$ cat config.mk
export PLATFORM = sky130hd
export DESIGN_NAME = avalon_slave_arbiter_flat
export DESIGN_NICKNAME = d
export VERILOG_FILES = /design/src/rtl/avalon_slave_arbiter_pkg.sv /design/src/rtl/avalon_slave_arbiter_if.sv /design/src/rtl/avalon_slave_arbiter_rr_pick2.sv /design/src/rtl/avalon_slave_arbiter.sv /design/src/flat_wrapper.sv
export SDC_FILE = /design/constraint.sdc
export NUM_CORES = 1
export LEC_CHECK = 0
export CAP_MARGIN = 20
export CORE_AREA = 2 2 97 99
export CTS_BUF_LIST = sky130_fd_sc_hd__clkbuf_16
export CTS_CLUSTER_DIAMETER = 60
export DETAILED_ROUTE_END_ITERATION = 7
export DIE_AREA = 0 0 99 101
export PLACE_DENSITY = 0.68
export SYNTH_ARGS = -nofsm -noshare
export SYNTH_HDL_FRONTEND = slang
export SYNTH_SLANG_ARGS = --single-unit
$ cat constraint.sdc
create_clock -name iClk -period 2.2 [get_ports iClk]
set_clock_uncertainty 0.1 [all_clocks]
set_input_delay 0.33 -clock iClk [delete_from_list [all_inputs] [get_ports iClk]]
set_output_delay 0.33 -clock iClk [all_outputs]
set_load 0.005 [all_outputs]
$ cat src/rtl/avalon_slave_arbiter_pkg.sv
// Shared types and constants for the two-master Avalon-MM arbiter.
// Holds the FSM encoding, the abort readdata and a width helper.
package avalon_arb_pkg;

    typedef enum logic [1:0] {
        IDLE = 2'd0,
        BUSY = 2'd1,
        TOUT = 2'd2
    } arb_state_e;

    localparam logic [31:0] TIMEOUT_DATA_DEF = 32'hDEAD_BEEF;

    function automatic int be_width(input int data_width);
        return data_width / 8;
    endfunction

endpackage

$ cat src/rtl/avalon_slave_arbiter_if.sv
// One Avalon-MM port: the requester drives through master,
// the responder (or arbiter front end) uses slave.
interface avalon_slave_arbiter_if
    import avalon_arb_pkg::*;
#(
    parameter int ADDR_WIDTH = 11,
    parameter int DATA_WIDTH = 32
);

    localparam int BE_WIDTH = be_width(DATA_WIDTH);

    logic [ADDR_WIDTH-1:0] address;
    logic [BE_WIDTH-1:0]   byteenable;
    logic                  read;
    logic                  write;
    logic [DATA_WIDTH-1:0] writedata;
    logic [DATA_WIDTH-1:0] readdata;
    logic                  waitrequest;

    modport master (
        output address, byteenable, read, write, writedata,
        input  readdata, waitrequest
    );

    modport slave (
        input  address, byteenable, read, write, writedata,
        output readdata, waitrequest
    );

endinterface

$ cat src/rtl/avalon_slave_arbiter_rr_pick2.sv
// Two-way round-robin picker: a lone request wins outright,
// a tie goes to the master that was not served last.
module rr_pick2 (
    input  logic [1:0] req,
    input  logic       last_grant,
    output logic       grant_valid,
    output logic       grant
);

    // Resolve the winner among the pending requests.
    always_comb begin
        grant_valid = |req;
        grant       = 1'b0;
        unique case (1'b1)
            (req == 2'b11): grant = ~last_grant;
            (req == 2'b10): grant = 1'b1;
            default:        grant = 1'b0;
        endcase
    end

endmodule

$ cat src/rtl/avalon_slave_arbiter.sv
// Shares one Avalon-MM register slave between two masters,
// one transfer at a time, with a stall watchdog.
module avalon_slave_arbiter
    import avalon_arb_pkg::*;
#(
    parameter int ADDR_WIDTH     = 11,
    parameter int DATA_WIDTH     = 32,
    parameter int TIMEOUT_CYCLES = 16,
    parameter logic [DATA_WIDTH-1:0] TIMEOUT_DATA = TIMEOUT_DATA_DEF
) (
    input  logic                  iClk,
    input  logic                  nReset,
    avalon_slave_arbiter_if.slave  m0,
    avalon_slave_arbiter_if.slave  m1,
    avalon_slave_arbiter_if.master avm,
    output logic                  oTimeout,
    output logic                  oTimeoutMaster
);

    localparam int CNT_W = $clog2(TIMEOUT_CYCLES) + 1;
    localparam logic [CNT_W-1:0] CNT_LAST = CNT_W'(TIMEOUT_CYCLES - 1);
    localparam logic [CNT_W-1:0] CNT_MAX  = '1;

    arb_state_e state_q, state_d;
    logic       grant_q, grant_d;
    logic       last_grant_q, last_grant_d;
    logic       to_master_q, to_master_d;
    logic [CNT_W-1:0] cnt_q, cnt_d;

    logic [1:0] req;
    logic       pick_valid;
    logic       pick;
    logic       req_g;
    logic       rd_g;
    logic       wr_g;
    logic       done;
    logic       ack;
    logic [DATA_WIDTH-1:0] ack_data;
    logic [ADDR_WIDTH-1:0] addr_g;

    assign req   = {m1.read | m1.write, m0.read | m0.write};
    assign req_g = grant_q ? req[1] : req[0];
    assign rd_g  = grant_q ? m1.read : m0.read;
    assign wr_g  = grant_q ? m1.write : m0.write;

    rr_pick2 u_pick (
        .req         (req),
        .last_grant  (last_grant_q),
        .grant_valid (pick_valid),
        .grant       (pick)
    );

    // State, grant bookkeeping and watchdog counter.
    always_ff @(posedge iClk or negedge nReset) begin
        if (!nReset) begin
            state_q      <= IDLE;
            grant_q      <= 1'b0;
            last_grant_q <= 1'b1;
            to_master_q  <= 1'b0;
            cnt_q        <= '0;
        end else begin
            state_q      <= state_d;
            grant_q      <= grant_d;
            last_grant_q <= last_grant_d;
            to_master_q  <= to_master_d;
            cnt_q        <= cnt_d;
        end
    end

    // Next state: grant, complete, abort or drop the transfer.
    always_comb begin
        state_d      = state_q;
        grant_d      = grant_q;
        last_grant_d = last_grant_q;
        to_master_d  = to_master_q;
        cnt_d        = cnt_q;
        done         = 1'b0;
        unique case (state_q)
            IDLE: begin
                if (pick_valid) begin
                    grant_d = pick;
                    cnt_d   = '0;
                    state_d = BUSY;
                end
            end
            BUSY: begin
                if (!req_g) begin
                    state_d = IDLE;
                end else if (!avm.waitrequest) begin
                    done         = 1'b1;
                    last_grant_d = grant_q;
                    state_d      = IDLE;
                end else begin
                    if (cnt_q != CNT_MAX) begin
                        cnt_d = cnt_q + 1'b1;
                    end
                    if (cnt_q == CNT_LAST) begin
                        to_master_d = grant_q;
                        state_d     = TOUT;
                    end
                end
            end
            TOUT: begin
                last_grant_d = grant_q;
                state_d      = IDLE;
            end
            default: state_d = IDLE;
        endcase
    end

    // Route the granted master to the slave and acknowledge it.
    always_comb begin
        addr_g         = grant_q ? m1.address : m0.address;
        avm.address    = addr_g;
        avm.byteenable = grant_q ? m1.byteenable : m0.byteenable;
        avm.writedata  = grant_q ? m1.writedata : m0.writedata;
        avm.read       = 1'b0;
        avm.write      = 1'b0;
        if (state_q == BUSY) begin
            avm.write = wr_g;
            avm.read  = rd_g & ~wr_g;
        end
        ack      = done | (state_q == TOUT);
        ack_data = (state_q == TOUT) ? TIMEOUT_DATA : avm.readdata;
        m0.waitrequest = req[0];
        m1.waitrequest = req[1];
        m0.readdata    = '0;
        m1.readdata    = '0;
        if (ack && !grant_q) begin
            m0.waitrequest = 1'b0;
            m0.readdata    = ack_data;
        end
        if (ack && grant_q) begin
            m1.waitrequest = 1'b0;
            m1.readdata    = ack_data;
        end
    end

    assign oTimeout       = (state_q == TOUT);
    assign oTimeoutMaster = to_master_q;

endmodule

$ cat src/flat_wrapper.sv
// flat-port wrapper written by rule: the top's interface ports become plain ports
module avalon_slave_arbiter_flat import avalon_arb_pkg::*;
#(
    parameter int ADDR_WIDTH     = 11,
    parameter int DATA_WIDTH     = 32,
    parameter int TIMEOUT_CYCLES = 16,
    parameter logic [DATA_WIDTH-1:0] TIMEOUT_DATA = TIMEOUT_DATA_DEF
)
  (iClk, nReset, oTimeout, oTimeoutMaster, m0_address, m0_byteenable, m0_read, m0_write, m0_writedata, m0_readdata, m0_waitrequest, m1_address, m1_byteenable, m1_read, m1_write, m1_writedata, m1_readdata, m1_waitrequest, avm_address, avm_byteenable, avm_read, avm_write, avm_writedata, avm_readdata, avm_waitrequest);
  avalon_slave_arbiter_if #(.ADDR_WIDTH(ADDR_WIDTH), .DATA_WIDTH(DATA_WIDTH)) m0_i ();
  avalon_slave_arbiter_if #(.ADDR_WIDTH(ADDR_WIDTH), .DATA_WIDTH(DATA_WIDTH)) m1_i ();
  avalon_slave_arbiter_if #(.ADDR_WIDTH(ADDR_WIDTH), .DATA_WIDTH(DATA_WIDTH)) avm_i ();
  input  logic iClk;
  input  logic nReset;
  output logic oTimeout;
  output logic oTimeoutMaster;
  input wire logic [$bits(m0_i.address)-1:0] m0_address;
  input wire logic [$bits(m0_i.byteenable)-1:0] m0_byteenable;
  input wire logic [$bits(m0_i.read)-1:0] m0_read;
  input wire logic [$bits(m0_i.write)-1:0] m0_write;
  input wire logic [$bits(m0_i.writedata)-1:0] m0_writedata;
  output wire logic [$bits(m0_i.readdata)-1:0] m0_readdata;
  output wire logic [$bits(m0_i.waitrequest)-1:0] m0_waitrequest;
  input wire logic [$bits(m1_i.address)-1:0] m1_address;
  input wire logic [$bits(m1_i.byteenable)-1:0] m1_byteenable;
  input wire logic [$bits(m1_i.read)-1:0] m1_read;
  input wire logic [$bits(m1_i.write)-1:0] m1_write;
  input wire logic [$bits(m1_i.writedata)-1:0] m1_writedata;
  output wire logic [$bits(m1_i.readdata)-1:0] m1_readdata;
  output wire logic [$bits(m1_i.waitrequest)-1:0] m1_waitrequest;
  output wire logic [$bits(avm_i.address)-1:0] avm_address;
  output wire logic [$bits(avm_i.byteenable)-1:0] avm_byteenable;
  output wire logic [$bits(avm_i.read)-1:0] avm_read;
  output wire logic [$bits(avm_i.write)-1:0] avm_write;
  output wire logic [$bits(avm_i.writedata)-1:0] avm_writedata;
  input wire logic [$bits(avm_i.readdata)-1:0] avm_readdata;
  input wire logic [$bits(avm_i.waitrequest)-1:0] avm_waitrequest;
  assign m0_i.address = m0_address;
  assign m0_i.byteenable = m0_byteenable;
  assign m0_i.read = m0_read;
  assign m0_i.write = m0_write;
  assign m0_i.writedata = m0_writedata;
  assign m0_readdata = m0_i.readdata;
  assign m0_waitrequest = m0_i.waitrequest;
  assign m1_i.address = m1_address;
  assign m1_i.byteenable = m1_byteenable;
  assign m1_i.read = m1_read;
  assign m1_i.write = m1_write;
  assign m1_i.writedata = m1_writedata;
  assign m1_readdata = m1_i.readdata;
  assign m1_waitrequest = m1_i.waitrequest;
  assign avm_address = avm_i.address;
  assign avm_byteenable = avm_i.byteenable;
  assign avm_read = avm_i.read;
  assign avm_write = avm_i.write;
  assign avm_writedata = avm_i.writedata;
  assign avm_i.readdata = avm_readdata;
  assign avm_i.waitrequest = avm_waitrequest;
  avalon_slave_arbiter #(.ADDR_WIDTH(ADDR_WIDTH), .DATA_WIDTH(DATA_WIDTH), .TIMEOUT_CYCLES(TIMEOUT_CYCLES), .TIMEOUT_DATA(TIMEOUT_DATA)) u_core (.iClk(iClk), .nReset(nReset), .m0(m0_i), .m1(m1_i), .avm(avm_i), .oTimeout(oTimeout), .oTimeoutMaster(oTimeoutMaster));
endmodule
==> results by group, run 1 <==
Layout
  – Area used by multi-input combinational logic: approximately 1600 µm²
  – Ratio of cells with drive above 1 in the final layout: between 30% and 40%
  – Fill cell count: roughly 810
  – Syn-to-layout area delta: 181%
  – Post-layout nets: 668
  – Number of antenna cells inserted: 0
  – Storage element area: between 200 and 300 µm²
  – Final instance count without filler cells: around 640

Logic synthesis
  – Register area share after synthesis: between 10% and 20%
  – Fraction of the mapped netlist area in simple logic gates: between 20% and 30%
  – Post-synthesis cell type count: 38
  – Post-Synth XOR/XNOR Area: 0%
  – Adder-cell share of the synthesized area: 2.04%
  – Count of synthesis-stage warnings from yosys: 0
  – Post-synth top area share: 28.8%
  – Cell accounting for the most synthesized area: mux2_2
  – Gate Count Post-Synth: roughly 260
  – Synthesized cell area: around 1800 µm²
  – Mapped Nets: between 300 and 400
  – Synthesized area per cell: 7.22 µm²
  – Main combinational cell family by area after synthesis: multiplexers
  – Area fraction in compound gates after synthesis: between 20% and 30%
  – Post-synthesis mux area share: a little under a third
  – Dominant cells by area after synthesis: mux2_2, a21oi_1, dfrtp_1
  – Flip-flop and latch count after synthesis: 10

Setup path
  – Worst R2R Start: u_core.cnt_q[0]
  – Required time of the worst setup path: between 1500 and 2000 ps
  – Critical path buffers and inverters: 4
  – Cell at the slowest stage of the critical path: dfrtp_1
  – Crit Reg-Reg Endpoint: u_core.cnt_q[0]
  – CP Max Fanout: 16
  – CP endpoint kind: output pin
  – Largest delay contributor family on the critical path: buffers and inverters
  – Number of cells on the worst reg-to-reg path: 6
  – Arrival @ worst endpoint: 1740 ps
  – Delay contributed by the slowest stage of the critical path: a little under 400 ps
  – Type of origin of the critical path: flip-flop
  – Slack of the worst reg-to-reg path: ~120 ps
  – Ordered list of cells on the worst path: nand2b_4, buf_4, nor3_4, buf_6, buf_16, and3_1, clkdlybuf4s15_1
  – Setup CP Type: reg -> out

Detailed routing
  – DRT Pass-1 Iters: 4
  – Routed vias: between 3k and 4k
  – Number of design rule violations left after detail routing: 0
  – Vias/cell: 4.73
  – Avg WL per Cell: approximately 18 µm
  – Routed wire length: about 12 mm
  – Antenna-violating nets left: 0
  – Number of DRC violations after detailed-routing iteration 0: 70

Global routing
  – Global-route wire length before repair: about 16 mm
  – GR peak layer: met2
  – GRT Residual Overflow: 0
  – Number of global-route vias before repair: a little over 3k
  – Met2 track demand over resource in global routing: 36.5%
  – Met3 usage: about 3.7%
  – Antenna violations before repair: 0
  – Total GRT Usage: approximately a fifth
  – Largest net degree at the start of global routing: 50
  – GR Util met1: about a quarter

Clock tree
  – Clock sink total: 10
  – Clock buffer count from CTS: 3
  – Clock tree from TritonCTS: done
  – CTS clock-pin slew for the worst setup and hold paths: 40 ps
  – CTS HTree Levels: 1
  – Skew-Pair Late Insertion Delay: about 240 ps
  – Hold-fix buffer count after cts: 0
  – Clock tree root driver cell: clkbuf_16
  – Clock Tree Buf Depth: 2

Power
  – P per Cell Area: 747 nW/µm²
  – Total power consumption of the routed design: around 3.9 mW
  – Maximum vdd drop: about 0.00051 V
  – Leakage: around 2.8 nW

Floorplan
  – Count of pins on the block boundary: 250
  – Initial Utilization: about a fifth
  – Num rows: 35
  – Area of the core region: approximately 9000 µm²
  – Die span in y: between 100 and 150 µm
  – Full die area: 10000 µm²
  – Die W: 99 µm

Timing
  – Transition at the pin with the smallest max-transition slack: between 400 and 500 ps
  – Total negative slack for setup checks: 0 ps
  – Shortest clock period the worst path allows after layout: 2170 ps
  – Final Hold Viols: 0
  – Worst hold slack after final layout: 320 ps
  – Slack of the critical path: between 30 and 40 ps
  – Final-report setup violation count: 0
  – Pins Over Slew Limit: 0
  – Final Cycle Share: a little over nine tenths
  – RSZ-0062 raised after global routing: yes
  – Maximum frequency from static timing analysis: roughly 460 MHz
  – Worst slew margin relative to its limit: just under 70%

Placement
  – Total of buffers placed on input and output ports: around 250
  – Routability congestion estimate from global placement: approximately 0.83
  – Count of placed standard cells including taps: slightly above 600
  – Worst slack at placement: -389 ps
  – Half-perimeter wire length of the detailed placement result: 8.10 mm

Status
  – Outcome: finished, final reports clean

Job
  – Maximum Capacitance Violations: 0

Min path
  – Worst min-delay path class: in -> async
flip-flops by register name, summed over array words and instances, names as in the netlist:
| name | flops |
|---|---|
| u_core.state_q | 2 |
| u_core.grant_q | 1 |
| u_core.cnt_q | 5 |
| u_core.oTimeoutMaster | 1 |
| u_core.last_grant_q | 1 |
metal layers:
| layer | wire [µm] | vias up |
|---|---|---|
| li1 | - | 1468 |
| met1 | 4780 | 1416 |
| met2 | 6060 | 130 |
| met3 | 735 | 25 |
| met4 | 269 | 0 |
| met5 | 0 | - |
per-stage QoR:
stage	util, %	area, µm²
after floorplan	-	1840
after global placement	50.8	4560
after detailed placement	50.8	4560
after CTS	53.0	4760
after global routing	57.5	5160
final	57.5	5160
area by class of cell:
type                       count  area share [%]
sequential                    10            4.94
inverter                       4           0.291
clock inverter                 1          0.0727
clock buffer                   3            1.45
tap                          111            2.69
timing repair buffer         298            60.5
multi-input combinational    215            30.0
power by group:
group / internal (mW) / leakage [nW] / total (mW) / switching, mW
Sequential: 0.250 / 0.128 / 0.314 / 0.0632
Clock: 0.239 / 0.0385 / 0.335 / 0.0953
Combinational: 1.95 / 2.66 / 3.21 / 1.26
worst register-to-register path: stages (launching register included):
cell	delay (ps)
dfrtp_1	400
ha_1	230
and3_1	220
ha_1	210
a211oi_2	370
o21bai_2	120
mux2_1	300
synthesized netlist by cell type:
master / instances
a211o_1: 2
a211oi_2: 1
a21o_1: 1
a21oi_1: 55
a21oi_2: 1
a22o_1: 2
and2_1: 1
and3_1: 19
and3b_1: 1
and4b_1: 1
buf_1: 5
buf_2: 10
clkbuf_1: 11
dfrtp_1: 9
dfstp_2: 1
ha_1: 3
inv_1: 4
mux2_1: 2
mux2_2: 47
mux2i_1: 2
nand2_1: 53
nand2b_1: 1
nand2b_4: 1
nand3_1: 1
nand3b_1: 2
nand4b_1: 1
nor2_1: 6
nor2_2: 1
nor2b_1: 1
nor3_1: 2
nor3_2: 1
nor3_4: 1
o21a_1: 1
o21ai_0: 1
o21bai_2: 1
o221ai_1: 1
o2bb2ai_1: 1
or4_4: 1
repair_timing:
item	4_1_cts	5_1_grt
pin swaps	4	6
buffers inserted	9	16
gates cloned	4	8
gates resized for setup	143	109
setup endpoints to repair	113	93
layout by cell type, fill, tap and decap left out, types with 6 or more instances in the layout:
master,netlist,layout
clkdlybuf4s50_1,0,136
nand2_1,53,50
dlymetal6s2s_1,0,49
mux2_2,47,45
a21oi_1,55,43
buf_4,0,25
dlygate4sd2_1,0,23
and3_1,19,19
buf_2,10,18
clkbuf_2,0,14
a21oi_2,1,13
clkbuf_16,0,11
dfrtp_1,9,8
clkdlybuf4s15_1,0,6
kinds of logic (layout without fill, tap and decap cells):
group	Yosys count	count (layout)
multiplexers	51	51
buffers and inverters	30	306
flip-flops	10	10
AND/OR/NAND/NOR	94	94
adder cells (fa/ha/maj)	3	3
AO/OA/AOI/OAI	67	67
how the worst max path moves through the flow:
stage | start | endpoint | slack [ps] | depth (start not counted)
after floorplan | u_core.cnt_q[0] | u_core.cnt_q[0] | 340 | 6
after global placement | avm_waitrequest | m0_readdata[3] | -350 | 6
after detailed placement | avm_waitrequest | m1_readdata[18] | -390 | 6
after CTS | u_core.state_q[1] | m1_readdata[16] | -230 | 7
after global routing | u_core.state_q[1] | m1_readdata[31] | -20 | 8
final | u_core.state_q[1] | m0_readdata[24] | 30 | 7
(Power assumes the default switching activity.)
==> run 2: changes to the inputs <==
Settings changed: SKIP_LAST_GASP set to 1, SLEW_MARGIN set to 40.
==> run 2 against run 1 <==
The run now ends with setup timing left. Fmax is 6.9% lower. Non-clock buffer count down 4. Sequential share of layout area is 0.051 points higher. First-iteration DRC count increased by 5.7%. Flip-flop and latch count unchanged. Total power is 0.95% lower. Critical path type unchanged. Critical endpoint is now m1_readdata[5]. Largest cell class unchanged.
==> results by group, run 2 (synthesized netlist as in run 1, its figures left out) <==
Floorplan
  – Die span in y: 101 µm (unchanged)
  – Full die area: 10000 µm² (unchanged)
  – Area of the core region: 8980 µm² (unchanged)
  – Die W: 99 µm (unchanged)
  – Initial Utilization: 20.5% (unchanged)
  – Num rows: 35 (unchanged)
  – Count of pins on the block boundary: 250 (unchanged)

Clock tree
  – CTS clock-pin slew for the worst setup and hold paths: 40 ps (about the same)
  – CTS HTree Levels: 1 (unchanged)
  – Skew-Pair Late Insertion Delay: 240 ps (about the same)
  – Hold-fix buffer count after cts: 0 (unchanged)
  – Clock sink total: 10 (unchanged)
  – Clock buffer count from CTS: 3 (unchanged)
  – Clock tree root driver cell: clkbuf_16 (unchanged)
  – Clock tree from TritonCTS: done (unchanged)
  – Clock Tree Buf Depth: 2 (unchanged)

Detailed routing
  – Routed wire length: 11.7 mm (was 11.8 mm)
  – Number of design rule violations left after detail routing: 0 (unchanged)
  – Antenna-violating nets left: 0 (unchanged)
  – Vias/cell: 4.71 (was 4.73)
  – Avg WL per Cell: 18.3 µm (was 18.5 µm)
  – DRT Pass-1 Iters: 5 (was 4)
  – Routed vias: 3002 (was 3039)
  – Number of DRC violations after detailed-routing iteration 0: 74 (was 70)

Timing
  – Pins Over Slew Limit: 0 (unchanged)
  – Slack of the critical path: -129 ps (was 31.6 ps)
  – Final Hold Viols: 0 (unchanged)
  – Transition at the pin with the smallest max-transition slack: 493 ps (was 482 ps)
  – RSZ-0062 raised after global routing: yes (unchanged)
  – Shortest clock period the worst path allows after layout: 2330 ps (was 2170 ps)
  – Maximum frequency from static timing analysis: 429 MHz (was 461 MHz)
  – Final-report setup violation count: 11 (was 0)
  – Worst slew margin relative to its limit: 67.0% (was 67.8%)
  – Final Cycle Share: 106% (was 98.6%)

Global routing
  – Number of global-route vias before repair: 3034 (was 3023)
  – GR peak layer: met2 (unchanged)
  – Total GRT Usage: 20.4% (about the same)
  – GRT Residual Overflow: 0 (unchanged)
  – Met3 usage: 3.68% (unchanged)
  – Largest net degree at the start of global routing: 50 (unchanged)
  – GR Util met1: 25.0% (was 25.1%)
  – Global-route wire length before repair: 16.4 mm (was 16.3 mm)
  – Met2 track demand over resource in global routing: 36.8% (was 36.5%)
  – Antenna violations before repair: 0 (unchanged)

Power
  – P per Cell Area: 747 nW/µm² (about the same)
  – Maximum vdd drop: 0.000512 V (was 0.000507 V)
  – Leakage: 2.79 nW (was 2.83 nW)
  – Total power consumption of the routed design: 3.82 mW (was 3.86 mW)

Setup path
  – Required time of the worst setup path: 1770 ps (about the same)
  – Worst R2R Start: u_core.cnt_q[0] (unchanged)
  – Arrival @ worst endpoint: 1900 ps (was 1740 ps)
  – Number of cells on the worst reg-to-reg path: 6 (unchanged)
  – Setup CP Type: reg -> out (unchanged)
  – Crit Reg-Reg Endpoint: u_core.cnt_q[0] (unchanged)
  – Slack of the worst reg-to-reg path: 120 ps (about the same)
  – CP Max Fanout: 16 (unchanged)
  – CP endpoint kind: output pin (unchanged)
  – Type of origin of the critical path: flip-flop (unchanged)

Layout
  – Post-layout nets: 664 (was 668)
  – Final instance count without filler cells: 638 (was 642)
  – Largest registers: u_core.cnt_q x5, u_core.state_q x2 (unchanged)
  – Register with the most flip-flops: u_core.cnt_q (unchanged)
  – Highest-count cells in the layout ignoring fill and taps: clkdlybuf4s50_1, nand2_1, dlymetal6s2s_1, mux2_2, a21oi_1 (unchanged)
  – Util after Layout: 56.9% (was 57.5%)
  – Leading cell type in the layout, fill and taps excluded: clkdlybuf4s50_1 (unchanged)
  – Syn-to-layout area delta: 178% (was 181%)
  – Flip-flop count of the largest register after layout: 5 (unchanged)
  – Ratio of cells with drive above 1 in the final layout: 27.9% (was 30.5%)
  – Number of antenna cells inserted: 0 (unchanged)

Job
  – Maximum Capacitance Violations: 0 (unchanged)

Placement
  – Count of placed standard cells including taps: 605 (unchanged)
  – Routability congestion estimate from global placement: 0.830 (unchanged)
  – Total of buffers placed on input and output ports: 249 (unchanged)
  – Half-perimeter wire length of the detailed placement result: 8.10 mm (unchanged)

Status
  – Outcome: finished with violations (was finished, final reports clean)
  – Violated checks: setup timing

Min path
  – Worst min-delay path class: in -> async (unchanged)
-- run 2: per-layer routing --
metal	part of all wire, %	vias to the layer above
met5	0	-
met4	1.8	0
met3	6.6	20
met2	51	122
met1	41	1403
li1	-	1457
-- run 2: worst max-delay path by stage --
| stage | startpoint | endpoint | slack (ps) | cells past startpoint |
|---|---|---|---|---|
| detailed placement | avm_waitrequest | m1_readdata[18] | -390 | 6 |
| CTS | u_core.state_q[1] | m1_readdata[16] | -230 | 7 |
| floorplan | u_core.cnt_q[0] | u_core.cnt_q[0] | 340 | 6 |
| finish | u_core.state_q[1] | m1_readdata[5] | -130 | 7 |
| global placement | avm_waitrequest | m0_readdata[3] | -350 | 6 |
| global route | u_core.state_q[1] | m1_readdata[5] | -270 | 7 |
-- run 2: layout make-up --
| cell class | instances | area (µm²) |
|---|---|---|
| inverter | 4 | 17.5 |
| multi-input combinational | 215 | 1530 |
| fill | 829 | 3860 |
| sequential | 10 | 255 |
| clock buffer | 3 | 75.1 |
| tap | 111 | 139 |
| clock inverter | 1 | 3.75 |
| timing repair buffer | 294 | 3090 |
-- run 2: worst max-delay path, cell delays in order, from the launching register on --
cell	delay (ps)
dfrtp_1	380
nand2b_4	160
nor3_4	140
buf_6	140
buf_16	140
nand2_1	60
a21oi_1	130
clkdlybuf4s50_1	510
-- run 2: power by group --
group          total (mW)  leakage (nW)  internal, mW  switching [mW]
registers           0.298         0.128         0.250          0.0475
clock network       0.339        0.0385         0.240          0.0990
logic                3.18          2.62          1.92            1.26
-- run 2: what timing repair did --
| item | 4_1_cts | 5_1_grt |
|---|---|---|
| endpoints found under the setup margin | 113 | 104 |
| pin swaps | 4 | 4 |
| resized for setup | 126 | 84 |
| setup buffers | 9 | 13 |
| gates cloned | 4 | 7 |
-- run 2: metrics by stage --
stage	worst slack, ps	TNS, ps	area (µm²)	hold WS [ps]
after detailed placement	-389	-20390	4560	379
final	-129	-204	5110	323
after global routing	-266	-1320	5110	362
after global placement	-354	-18970	4560	374
after floorplan	338	0	1840	-65.6
after CTS	-226	-3850	4750	339
